[config.mk]
export PLATFORM = sky130hd
export DESIGN_NAME = chan_rr_sampler
export DESIGN_NICKNAME = d
export VERILOG_FILES = /design/src/rtl/chan_rr_sampler_pkg.sv /design/src/rtl/rr_arbiter_4.sv /design/src/rtl/chan_rr_sampler.sv
export SDC_FILE = /design/constraint.sdc
export NUM_CORES = 1
export LEC_CHECK = 0
export CAP_MARGIN = 20
export CORE_MARGIN = 2
export CORE_UTILIZATION = 40
export CTS_CLUSTER_SIZE = 8
export DETAILED_ROUTE_END_ITERATION = 6
export PLACE_DENSITY = 0.75
export SLEW_MARGIN = 40
export SYNTH_ARGS = -nofsm -noshare
export SYNTH_HDL_FRONTEND = slang
export SYNTH_SLANG_ARGS = --single-unit
[constraint.sdc]
create_clock -name clk -period 1.2 [get_ports clk]
set_input_delay 0.12 -clock clk [delete_from_list [all_inputs] [get_ports clk]]
set_output_delay 0.12 -clock clk [all_outputs]
set_load 0.1 [all_outputs]
[src/rtl/chan_rr_sampler_pkg.sv]
// rtl/chan_rr_sampler_pkg.sv - shared constants and state encoding for the round-robin sampler
package chan_rr_sampler_pkg;

  localparam int NCH   = 4;
  localparam int SEL_W = 2;

  typedef enum logic [1:0] {
    ST_IDLE    = 2'd0,
    ST_CAPTURE = 2'd1,
    ST_HOLD    = 2'd2
  } state_e;

  function automatic logic [NCH-1:0] sel_onehot(input logic [SEL_W-1:0] s);
    return {{(NCH-1){1'b0}}, 1'b1} << s;
  endfunction

endpackage

[src/rtl/rr_arbiter_4.sv]
// rtl/rr_arbiter_4.sv - four-way round-robin arbiter, search starts at ptr and wraps upward
module rr_arbiter_4
  import chan_rr_sampler_pkg::*;
(
  input  logic [NCH-1:0]   req,
  input  logic [SEL_W-1:0] ptr,
  output logic [SEL_W-1:0] winner,
  output logic             any
);

  logic [SEL_W-1:0] idx;

  // Scan from the farthest offset down so the nearest set bit to ptr is written last.
  always_comb begin
    winner = '0;
    idx    = '0;
    any    = |req;
    for (int k = NCH - 1; k >= 0; k--) begin
      idx = ptr + SEL_W'(k);
      if (req[idx]) begin
        winner = idx;
      end
    end
  end

endmodule

[src/rtl/chan_rr_sampler.sv]
// rtl/chan_rr_sampler.sv - steers the shared channel mux, captures its word and hands it downstream
module chan_rr_sampler
  import chan_rr_sampler_pkg::*;
#(
  parameter int WIDTH = 10,
  parameter int CNT_W = 16
) (
  input  logic               clk,
  input  logic               rst,
  input  logic [NCH-1:0]     req,
  output logic [SEL_W-1:0]   sel,
  input  logic [WIDTH-1:0]   mux_data,
  output logic [NCH-1:0]     gnt,
  output logic [WIDTH-1:0]   out_data,
  output logic [SEL_W-1:0]   out_ch,
  output logic               out_valid,
  input  logic               out_ready,
  output logic               busy,
  output logic [CNT_W-1:0]   sample_cnt
);

  state_e             state_q, state_d;
  logic [SEL_W-1:0]   sel_q, sel_d;
  logic [SEL_W-1:0]   ptr_q, ptr_d;
  logic [NCH-1:0]     gnt_q, gnt_d;
  logic [WIDTH-1:0]   data_q, data_d;
  logic [SEL_W-1:0]   ch_q, ch_d;
  logic               valid_q, valid_d;
  logic [CNT_W-1:0]   cnt_q, cnt_d;
  logic [SEL_W-1:0]   winner;
  logic               any_req;

  rr_arbiter_4 u_arb (
    .req    (req),
    .ptr    (ptr_q),
    .winner (winner),
    .any    (any_req)
  );

  always_comb begin
    state_d = state_q;
    sel_d   = sel_q;
    ptr_d   = ptr_q;
    gnt_d   = '0;
    data_d  = data_q;
    ch_d    = ch_q;
    valid_d = valid_q;
    cnt_d   = cnt_q;
    unique case (state_q)
      ST_IDLE: begin
        if (any_req) begin
          sel_d   = winner;
          state_d = ST_CAPTURE;
        end
      end
      ST_CAPTURE: begin
        // sel was registered last cycle, so mux_data has settled for this channel.
        data_d  = mux_data;
        ch_d    = sel_q;
        valid_d = 1'b1;
        gnt_d   = sel_onehot(sel_q);
        ptr_d   = sel_q + SEL_W'(1);
        state_d = ST_HOLD;
      end
      ST_HOLD: begin
        if (valid_q && out_ready) begin
          valid_d = 1'b0;
          cnt_d   = cnt_q + CNT_W'(1);
          state_d = ST_IDLE;
        end
      end
      default: state_d = ST_IDLE;
    endcase
  end

  always_ff @(posedge clk or posedge rst) begin
    if (rst) begin
      state_q <= ST_IDLE;
      sel_q   <= '0;
      ptr_q   <= '0;
      gnt_q   <= '0;
      data_q  <= '0;
      ch_q    <= '0;
      valid_q <= 1'b0;
      cnt_q   <= '0;
    end else begin
      state_q <= state_d;
      sel_q   <= sel_d;
      ptr_q   <= ptr_d;
      gnt_q   <= gnt_d;
      data_q  <= data_d;
      ch_q    <= ch_d;
      valid_q <= valid_d;
      cnt_q   <= cnt_d;
    end
  end

  assign sel        = sel_q;
  assign gnt        = gnt_q;
  assign out_data   = data_q;
  assign out_ch     = ch_q;
  assign out_valid  = valid_q;
  assign busy       = (state_q != ST_IDLE);
  assign sample_cnt = cnt_q;

endmodule

After elaboration in Yosys (flattened, before gate mapping)
Index checks and enable logic that the tools add are counted.
W data, S select, Z words.
Word-level totals
  latch bits: 0
  ROM bits: 0
  word-level logic and storage cells: 49
  memories: 0
  output and inout port bits: 36
  memory bits (writable): 0
  register bits after elaboration: 39
Cells by class
  order comparisons: 4
  bitwise operators: 0
  div/mod/pow operators: 0
  shifts and indexed selects: 1
  equality and inequality tests: 4
  add/subtract/negate cells: 5
  multiply operators: 0
  multiplexer cells: 18
  reductions and logical operators: 9
Operators with widths (number)
  $add A16 B1 Y16 const B: 1
  $lt A2 B3 Y1 const B: 4
  $mux W2: 6
  $bmux W1 S2: 4
  $reduce_and A2 Y1: 4
  $pmux W2 S3: 1
  $mux W1: 5
  $add A2 B1 Y2 const B: 2
  $add A2 B2 Y2 const B: 2
  $mux W4: 1
  $ne A2 B2 Y1 const B: 2
  $reduce_bool A2 Y1: 2
  $reduce_or A4 Y1: 1
  $shl A1 B2 Y4 const A: 1
  $eq A2 B1 Y1 const B: 1
  $eq A2 B2 Y1 const B: 1
  $logic_not A2 Y1: 1
  $pmux W1 S2: 1
  $logic_and A1 B1 Y1: 1

Depth between registers and ports, before layout
Gate-level depths: netlist of run 1.
  depth in word-level cells: 7
  mapped depth: 5
  gate-level depth less buffers: 5

Cells and area by module
From an unflattened synthesis of run 1, not the netlist that was laid out.
Unflattened totals
  cells, all modules: 160
  area total of the unflattened synthesis: 1690.4 um2
By module, submodules not included
  chan_rr_sampler: area an instance 1612.8 um2, cells an instance 147, times used 1
  rr_arbiter_4: area an instance 77.6 um2, cells an instance 13, times used 1

Worst setup path before layout of run 1
OpenSTA, ideal clock, no wires.
  path kind: register -> register
  start point: register cnt_q[3], in the netlist sample_cnt[3]
  end point: register cnt_q[12], in the netlist sample_cnt[12]
  setup slack: -0.895 ns
  cell stages (with the launch flop): 5
  data required time: 1.042 ns
  arrival time: 1.937 ns
  buffers on the path: 0
  cell sequence: dfrtp_1 > nand3_1 > nor3_4 > nand4_1 > xnor2_1
On the way
  cells in the longest elaborated chain, start to end: 1
Ends and longest elaborated chain
  start: declaration: RTL line chan_rr_sampler.sv:29  | logic [CNT_W-1:0] cnt_q, cnt_d;
  start signal: assignment: RTL line chan_rr_sampler.sv:94  | cnt_q <= cnt_d;
  $add A16 B1 Y16: RTL line chan_rr_sampler.sv:68  | cnt_d = cnt_q + CNT_W'(1);
Every way passes these cells.
A chain may end at the register's enable or synchronous reset.

Worst setup path in the final report of run 1
  start point: register state_q[0]
  end point: register cnt_q[15], in the netlist sample_cnt[15]
On the way
  cells in the longest elaborated chain, start to end: 2
Ends and longest elaborated chain
  start: declaration: RTL line chan_rr_sampler.sv:22  | state_e state_q, state_d;
  start signal: assignment: RTL line chan_rr_sampler.sv:87  | state_q <= state_d;
  $eq A2 B2 Y1: RTL line chan_rr_sampler.sv:49  | unique case (state_q)
  $reduce_and A2 Y1 (no line)
Every way passes these cells.

==> results_dict.tcl, run 1 <==
set metrics [dict create \
    status "complete, but fails checks" \
    violations "setup timing" \
    tritoncts "yes" \
    cp_data_arrival_time_ps 1640 \
    vdd_drop_max_mv 2.44 \
    clock_sinks 39 \
    critPathRequiredTime_ps 1410 \
    io_buffer_count 52 \
    crit_path_max_fanout 5 \
    seq_area_frac_synth 0.580 \
    synth_most_common_cell "dfrtp_1" \
    drv_slew 0 \
    row_count 23 \
    area_delta_synth_final_pct 104 \
    hold_violations 0 \
    clockBufferDepth 2 \
    h-tree-depth 2 \
    hpwl_mm 3.25 \
    hold_class "in2async" \
    yosys_warnings 0 \
    r2r_setup_slack_ps -230 \
    r2r-start "state_q[0]$_DFFE_PP0P_" \
    grt_pass1_vias 1562 \
    synth_nets 155 \
    worst_pin_slew_ps 418 \
    maxCapViolations 0 \
    synth_top_area_cell "dfrtp_1" \
    die_area_um2 4740 \
    tns_ps -4300 \
    fp.dieW_um 68.8 \
    path_class "reg2reg" \
    drt-wirelength-per-cell_um 18.5 \
    hold_buffers 0 \
    route.final.wire_length_mm 5.28 \
    drt_first_pass_iters 4 \
    report.power.total_mw 10.4 \
    nNetsFinal 257 \
    netlist_instances 133 \
    final_util 0.851 \
    clk_pin_slew_worst_paths_ps 80 \
    cts-buffers-inserted 5 \
    leakage_nw 1.55 \
    clock_latency_ps 310 \
    grt_overflow 0 \
    fmax_ghz 0.700 \
    ant_nets 0 \
    drc_errors 0 \
    worst_setup_path_start_kind "flop" \
    finalSetupViolations 48 \
    ys_ff_latch 39 \
    yosysUniqueCellTypes 29 \
    antenna_found_initial 0 \
    fillers 205 \
    synthesis.area_per_instance_um2 12.6 \
    layout-drive-gt1-share 0.695 \
    clock_skew_ps 10.9 \
    grt_pass1_wl_mm 7.64 \
    powerDensity_nw_per_um2 3030 \
    viasPerCell 5.06 \
    place_congestion 0.734 \
    synthArstFlopShare 1.00 \
    die_y_um 68.8 \
    track_usage 0.230 \
    drtIter0Drc 45 \
    synthTopCellsByCount "39 x dfrtp_1, 13 x mux2_2, 13 x xnor2_1" \
    initial_core_util 0.417 \
    min_period_ps 1430 \
    ff2ff_path_depth 4 \
    diodes 0 \
    ys_top_cells_by_area "dfrtp_1 58%, mux2_2 8.7%, xnor2_1 6.8%" \
    yosysTopAreaCellShare 0.580 \
    root_buffer "clkbuf_8" \
    via_count 1447 \
    synthFlopType "dfrtp_1" \
    hold_ws_ps 164 \
    crit_path_end_kind "flop" \
    syn_area_um2 1680 \
    crit_start "state_q[0]$_DFFE_PP0P_" \
    seqCellArea_um2 1050 \
    grt_max_degree 40 \
    ios 53 \
    core_um2 4030 \
    finalCritPeriodShare 1.19 \
    multiInputGateArea_um2 857 \
    synth-edff-count 0 \
    r2r_end "sample_cnt[15]$_DFFE_PP0P_" \
    rsz0062_at_grt "true" \
    setup_ws_ps -228 \
    maxSlewHeadroom 0.718 \
]
final cells by class:
class                           count  share of cell area
Multi-Input combinational cell     86               0.250
Timing Repair Buffer               97               0.387
Clock buffer                        5              0.0201
Inverter                            6             0.00657
Sequential cell                    39               0.305
Clock inverter                      3              0.0128
Tap cell                           50              0.0182
what timing repair did:
action / in CTS / in global routing
gates resized for setup: 28 / 19
setup endpoints to repair: 46 / 49
cloned: 1 / 0
buffers inserted: 8 / 10
pin swaps: 13 / 11
flip-flops by register name (all words and copies together) (netlist names):
signal	cells
sample_cnt	16
gnt	4
ptr_q	2
out_data	10
sel	2
out_valid	1
state_q	2
out_ch	2
worst max-delay path by stage:
stage / to / cells after the start
final: sample_cnt[15]$_DFFE_PP0P_ / 4
after detailed placement: sample_cnt[12]$_DFFE_PP0P_ / 5
after global placement: sample_cnt[12]$_DFFE_PP0P_ / 5
after CTS: sample_cnt[12]$_DFFE_PP0P_ / 5
after floorplan: sample_cnt[15]$_DFFE_PP0P_ / 4
after global routing: sample_cnt[12]$_DFFE_PP0P_ / 5
power by group:
part / leakage [nW] / switching [mW] / internal (mW)
logic: 1.04 / 3.91 / 3.00
clock network: 0.0581 / 0.484 / 0.619
registers: 0.456 / 0.532 / 1.86
metal layers:
metal | share of wire | vias up | routed length, um | GRT usage
li1 | - | 658 | - | -
met2 | 0.56 | 53 | 2970 | 0.418
met4 | 0.023 | 0 | 122 | 0.0833
met1 | 0.36 | 722 | 1920 | 0.251
met3 | 0.050 | 14 | 265 | 0.0682
met5 | 0 | - | 0 | 0
kinds of logic after synthesis:
family                     Yosys count  synth area share
AOI/OAI and AO/OA                   11            0.0402
xor gates and xnor gates            15            0.0781
adders and majority gates            5            0.0372
buffers and inverters                8            0.0193
DFF                                 39             0.580
muxes                               14            0.0930
and+or+nand+nor                     41             0.152
worst max-delay path: stages (launching register included):
cell and delay, ps:
dfrtp_2 450, nand4b_4 230, nor3_4 260, nand4_1 190, xnor2_1 220
through the flow:
step	setup WS (ps)	instances	instance area (um2)
2_1_floorplan	-366	133	1850
3_3_place_gp	-298	259	2990
4_1_cts	-149	276	3280
3_5_place_dp	-377	259	2990
6_report	-228	286	3430
5_1_grt	-310	286	3430
placed cells by master, fill, tap and decap left out, types with 2 or more instances in the layout:
| cell | Yosys | final |
|---|---|---|
| buf_12 | 0 | 38 |
| buf_4 | 0 | 25 |
| dfrtp_2 | 0 | 18 |
| buf_6 | 0 | 17 |
| clkdlybuf4s50_1 | 0 | 16 |
| mux2_4 | 0 | 13 |
| dfrtp_4 | 0 | 13 |
| nand2_1 | 12 | 10 |
| xnor2_1 | 13 | 10 |
| dfrtp_1 | 39 | 8 |
| clkbuf_8 | 0 | 5 |
| nand4_1 | 4 | 4 |
| and2_4 | 0 | 4 |
| ha_1 | 5 | 4 |
| inv_2 | 0 | 3 |
| nor2_4 | 0 | 3 |
| inv_1 | 6 | 3 |
| nand3_2 | 0 | 3 |
| xnor2_2 | 0 | 3 |
| a21oi_2 | 0 | 2 |
| nor2_1 | 5 | 2 |
| a21oi_1 | 4 | 2 |
| o21ai_1 | 1 | 2 |
| nor3_4 | 2 | 2 |
| a21o_1 | 2 | 2 |
| xor2_1 | 2 | 2 |
(Power assumes the default switching activity.)
==> run 2: changes to the inputs <==
--- a/config.mk
+++ b/config.mk
@@ -6,11 +6,11 @@
 export NUM_CORES = 1
 export LEC_CHECK = 0
 export CAP_MARGIN = 20
-export CORE_MARGIN = 2
 export CORE_UTILIZATION = 40
 export CTS_CLUSTER_SIZE = 8
 export DETAILED_ROUTE_END_ITERATION = 6
 export PLACE_DENSITY = 0.75
+export REMOVE_ABC_BUFFERS = 1
 export SLEW_MARGIN = 40
 export SYNTH_ARGS = -nofsm -noshare
 export SYNTH_HDL_FRONTEND = slang
==> run 2 against run 1 <==
Effect of this change: the run still ends with setup timing left; sequential share of layout area grew 0.14 points; fmax is essentially flat; critical endpoint is now sel[0]$_DFFE_PP0P_; largest power group unchanged; final cell count shrank 1.7%.
==> results_dict.tcl, run 2 (same netlist as run 1, synthesis figures left out) <==
set metrics [dict create \
    seqCellArea_um2 978 \
    hpwl_mm 2.90 \
    final_common_cell "buf_12" \
    grt.met3_usage 0.0531 \
    hold_ws_ps 169 \
    via_count 1407 \
    clockBufferDepth 2 \
    diodes 0 \
    die_area_um2 4470 \
    viasPerCell 5.01 \
    route.final.wire_length_mm 4.62 \
    crit_path_end_kind "flop" \
    multiInputGateArea_um2 777 \
    violations "setup timing" \
    grt_pass1_vias 1418 \
    grt_pass1_wl_mm 6.47 \
    crit_path_max_fanout 4 \
    grt_use_met1 0.224 \
    drtIter0Drc 41 \
    io_buffer_count 52 \
    core_um2 4030 \
    grt_overflow 0 \
    path_class "reg2reg" \
    clock_skew_ps 4.75 \
    min_period_ps 1430 \
    area_delta_synth_final_pct 89.7 \
    fillers 237 \
    report.power.total_mw 9.91 \
    die_y_um 66.8 \
    cts-buffers-inserted 5 \
    clk_pin_slew_worst_paths_ps 80 \
    hold_violations 0 \
    grt_max_degree 40 \
    grt_use_met2 0.346 \
    vdd_drop_max_mv 2.58 \
    place_inst 263 \
    rsz0062_at_grt "true" \
    maxCapViolations 0 \
    place_congestion 0.740 \
    clock_sinks 39 \
    clock_latency_ps 290 \
    antenna_found_initial 0 \
    finalCritPeriodShare 1.19 \
    fp.dieW_um 66.8 \
    largest_register_ffs 16 \
    setup_ws_ps -229 \
    hold_class "in2async" \
    grt.busiest_layer "met2" \
    nNetsFinal 252 \
    critPathRequiredTime_ps 1410 \
    tns_ps -4560 \
    row_count 23 \
    drc_errors 0 \
    leakage_nw 1.52 \
    ios 53 \
    status "complete, but fails checks" \
    root_buffer "clkbuf_8" \
    cp_data_arrival_time_ps 1640 \
    drv_slew 0 \
    hold_buffers 0 \
    powerDensity_nw_per_um2 3110 \
    drt_first_pass_iters 4 \
    tritoncts "yes" \
    final_cell_mix "38 x buf_12, 37 x dfrtp_1, 35 x buf_4" \
    layout-drive-gt1-share 0.502 \
    finalSetupViolations 34 \
    h-tree-depth 2 \
    track_usage 0.198 \
    post-place-ws_ps -410 \
    r2r_setup_slack_ps -230 \
    worst_pin_slew_ps 289 \
    initial_core_util 0.417 \
    stdcell_count 281 \
    maxSlewHeadroom 0.805 \
    drt-wirelength-per-cell_um 16.4 \
    ant_nets 0 \
    worst_setup_path_start_kind "flop" \
    fmax_ghz 0.700 \
]
[run 2: cell count changes in the layout (fill, tap and decap cells not counted), sizes merged]
cell and delta:
clkinv -2, clkbuf +4, clkinvlp +1, buf -7, bufinv -1
[run 2: timing repair]
item	4_1_cts	5_1_grt
cloned	0	2
endpoints found under the setup margin	28	37
setup buffers	1	8
gates resized for setup	6	28
pin swaps	8	9
endpoints found under the hold margin	0	0
[run 2: layout make-up]
class                      count  area share
clock buffer                   7      0.0302
clock inverter                 1     0.00235
inverter                       6     0.00706
multi-input combinational     86       0.244
sequential                    39       0.307
tap                           50      0.0196
timing repair buffer          92       0.390
[run 2: final timing paths]
kind / startpoint / end / cells past startpoint
setup / recovery: state_q[1]$_DFFE_PP0P_ / sel[0]$_DFFE_PP0P_ / 4
hold / removal: rst / sample_cnt[14]$_DFFE_PP0P_ / 3
setup reg to reg: state_q[1]$_DFFE_PP0P_ / sel[0]$_DFFE_PP0P_ / 4
hold reg to reg: sample_cnt[15]$_DFFE_PP0P_ / sample_cnt[15]$_DFFE_PP0P_ / 1
max in group asynchronous: rst / ptr_q[1]$_DFFE_PP0P_ / 3
min in group clk: mux_data[8] / out_data[8]$_DFFE_PP0P_ / 2
[run 2: worst max-delay path, cell delays in order (launching register included)]
cell and delay, ps:
dfrtp_2 450, nor2_2 180, o41ai_2 100, or4_1 500, o21ai_1 110
[run 2: metal layers]
metal,vias up,part of all wire
met4,0,0.016
met2,56,0.57
met5,-,0
met1,702,0.36
li1,642,-
met3,7,0.051
[run 2: through the flow]
| stage | utilization | area, um2 |
|---|---|---|
| global placement | 0.711 | 2870 |
| global route | 0.792 | 3190 |
| floorplan | - | 1670 |
| finish | 0.792 | 3190 |
| CTS | 0.742 | 2990 |
| detailed placement | 0.711 | 2870 |
[run 2: report_power, final]
group	internal, mW	switching (mW)	total, mW	leakage [nW]
logic	2.85	3.85	6.70	0.974
registers	1.74	0.480	2.22	0.494
clock network	0.523	0.460	0.983	0.0505
total	5.12	4.79	9.91	1.52
==> run 3: changes to the inputs <==
--- a/config.mk
+++ b/config.mk
@@ -5,11 +5,12 @@
 export SDC_FILE = /design/constraint.sdc
 export NUM_CORES = 1
 export LEC_CHECK = 0
+export ABC_AREA = 1
 export CAP_MARGIN = 20
-export CORE_UTILIZATION = 40
+export CORE_UTILIZATION = 33
 export CTS_CLUSTER_SIZE = 8
 export DETAILED_ROUTE_END_ITERATION = 6
-export PLACE_DENSITY = 0.75
+export PLACE_DENSITY = 0.63
 export REMOVE_ABC_BUFFERS = 1
 export SLEW_MARGIN = 40
 export SYNTH_ARGS = -nofsm -noshare
==> run 3 against run 2 <==
Effect of this change: the run still ends with setup timing left; sequential cell count did not move; highest routed layer unchanged; worst setup slack improved by 100 ps; via count grew 24%; non-clock buffer count grew 6; largest power group unchanged; sequential share of layout area shrank 2.3 points; cell area grew 8.2%.
==> results_dict.tcl, run 3 <==
set metrics [dict create \
    status "complete, but fails checks" \
    violations "setup timing" \
    largest_register_ffs 16 \
    fmax_ghz 0.755 \
    maxCapViolations 0 \
    synthArstFlopShare 1.00 \
    r2r_setup_slack_ps -120 \
    leakage_nw 1.75 \
    synthesis.area_per_instance_um2 8.59 \
    nNetsFinal 344 \
    seq_area_frac_synth 0.514 \
    r2r_end "sample_cnt[14]$_DFFE_PP0P_" \
    grt_max_degree 40 \
    synth-edff-count 0 \
    ff2ff_path_depth 7 \
    drt-wirelength-per-cell_um 12.1 \
    worst_pin_slew_ps 208 \
    drc_errors 0 \
    drtIter0Drc 56 \
    rsz0062_at_grt "true" \
    die_y_um 77.8 \
    drt_first_pass_iters 5 \
    clock_sinks 39 \
    netlist_instances 221 \
    h-tree-depth 2 \
    cp_data_arrival_time_ps 1510 \
    synthFlopType "dfrtp_1" \
    initial_core_util 0.343 \
    critPathRequiredTime_ps 1380 \
    ios 53 \
    syn_area_um2 1900 \
    synthTopCellsByCount "81 x nand2_1, 39 x dfrtp_1, 23 x inv_1" \
    core_um2 5540 \
    place_congestion 0.802 \
    antenna_found_initial 0 \
    worstSetupEndpoint "sample_cnt[14]$_DFFE_PP0P_" \
    ant_nets 0 \
    die_area_um2 6060 \
    viasPerCell 4.43 \
    yosysTopAreaCellShare 0.514 \
    clock_latency_ps 290 \
    r2r-start "sample_cnt[0]$_DFFE_PP0P_" \
    ys_ff_latch 39 \
    via_count 1748 \
    setup_ws_ps -125 \
    io_buffer_count 52 \
    row_count 27 \
    fp.dieW_um 77.8 \
    final_cell_area_um2 3450 \
    grt_overflow 0 \
    maxSlewHeadroom 0.860 \
    final_cell_mix "72 x nand2_1, 37 x dfrtp_1, 37 x buf_12" \
    drv_slew 0 \
    hold_class "in2async" \
    min_period_ps 1320 \
    crit_start "sample_cnt[0]$_DFFE_PP0P_" \
    ys_top_cells_by_area "dfrtp_1 51%, nand2_1 16%, xor2_1 4.6%" \
    grt_pass1_wl_mm 8.24 \
    powerDensity_nw_per_um2 2860 \
    clk_pin_slew_worst_paths_ps 80 \
    clock_skew_ps 8.17 \
    root_buffer "clkbuf_8" \
    place_area_um2 3140 \
    tritoncts "yes" \
    finalSetupViolations 13 \
    final_common_cell "nand2_1" \
    finalCritPeriodShare 1.10 \
    yosysUniqueCellTypes 23 \
    synth_top_area_cell "dfrtp_1" \
    route.final.wire_length_mm 4.77 \
    layout-drive-gt1-share 0.399 \
    vdd_drop_max_mv 2.40 \
    clockBufferDepth 2 \
    crit_path_end_kind "flop" \
    synth_most_common_cell "nand2_1" \
    tns_ps -909 \
    worst_setup_path_start_kind "flop" \
    crit_path_max_fanout 3 \
    grt_pass1_vias 1776 \
    hpwl_mm 3.39 \
    diodes 0 \
    track_usage 0.175 \
    hold_violations 0 \
    path_class "reg2reg" \
    area_delta_synth_final_pct 81.7 \
    yosys_warnings 0 \
    cts-buffers-inserted 5 \
]
==> run 3: cell types whose count changed after synthesis, moves of 4 or more <==
cell and delta:
and2_1 -4, inv_1 +17, inv_2 +5, mux2_2 -12, nand2_1 +69, nand3_1 +11
nor2_1 +8, nor2_4 +4, xnor2_1 -8, xor2_1 +8
==> run 3: cells by family (layout without fill, tap and decap cells) <==
| logic type | after synthesis | count (layout) | synth area share |
|---|---|---|---|
| simple gates | 122 | 122 | 0.288 |
| flops | 39 | 39 | 0.514 |
| buf+inv | 33 | 135 | 0.0732 |
| xor+xnor | 15 | 15 | 0.0692 |
| compound gates | 6 | 6 | 0.0165 |
| fa+ha+maj | 5 | 5 | 0.0330 |
| mux | 1 | 1 | 0.00593 |
==> run 3: how the worst min path moves through the flow <==
stage / endpoint / slack, ps / cells past startpoint
after global placement: sample_cnt[12]$_DFFE_PP0P_ / 500 / 3
after global routing: sample_cnt[4]$_DFFE_PP0P_ / 190 / 3
after floorplan: out_data[0]$_DFFE_PP0P_ / 240 / 2
after detailed placement: sample_cnt[14]$_DFFE_PP0P_ / 510 / 3
after CTS: sample_cnt[14]$_DFFE_PP0P_ / 190 / 3
final: sample_cnt[14]$_DFFE_PP0P_ / 180 / 3
==> run 3: stage by stage <==
stage	utilization	std cells	power, mW	worst slack, ps	hold WS, ps
floorplan	-	217	5.84	-967	237
global placement	0.567	378	8.39	-307	496
detailed placement	0.567	378	8.49	-329	507
CTS	0.605	392	9.68	-101	190
global route	0.623	395	10.4	-214	193
finish	0.623	395	9.86	-125	178
==> run 3: power by group <==
group,total (mW),switching (mW),internal [mW]
clock,0.873,0.467,0.406
sequential,2.17,0.435,1.73
combinational,6.82,4.25,2.57
==> run 3: per-layer routing <==
layer | vias to the layer above | part of all wire | track usage
met5 | - | 0 | 0
met4 | 0 | 0.013 | 0.0604
li1 | 878 | - | -
met2 | 51 | 0.51 | 0.299
met3 | 7 | 0.065 | 0.0471
met1 | 812 | 0.41 | 0.211
==> run 3: area by class of cell <==
cell class | instances | area (um2)
Tap cell | 72 | 90.1
Inverter | 29 | 130
Clock inverter | 2 | 12.5
Timing Repair Buffer | 98 | 1280
Sequential cell | 39 | 978
Multi-Input combinational cell | 149 | 886
Clock buffer | 6 | 72.6
Fill cell | 468 | 2090
==> run 3: timing repair <==
| item | CTS | global route |
|---|---|---|
| hold buffers | 0 | 0 |
| setup buffers | 6 | 3 |
| pin swaps | 9 | 10 |
| resized for setup | 23 | 20 |
| setup endpoints to repair | 35 | 21 |
| cloned | 0 | 0 |
==> run 3: critical path, stage by stage (launching register included) <==
cell	delay [ps]
dfrtp_1	380
ha_2	220
nand3_4	100
nor2_4	100
nand2_2	80
nor2_4	130
nand3_2	80
xor2_1	140
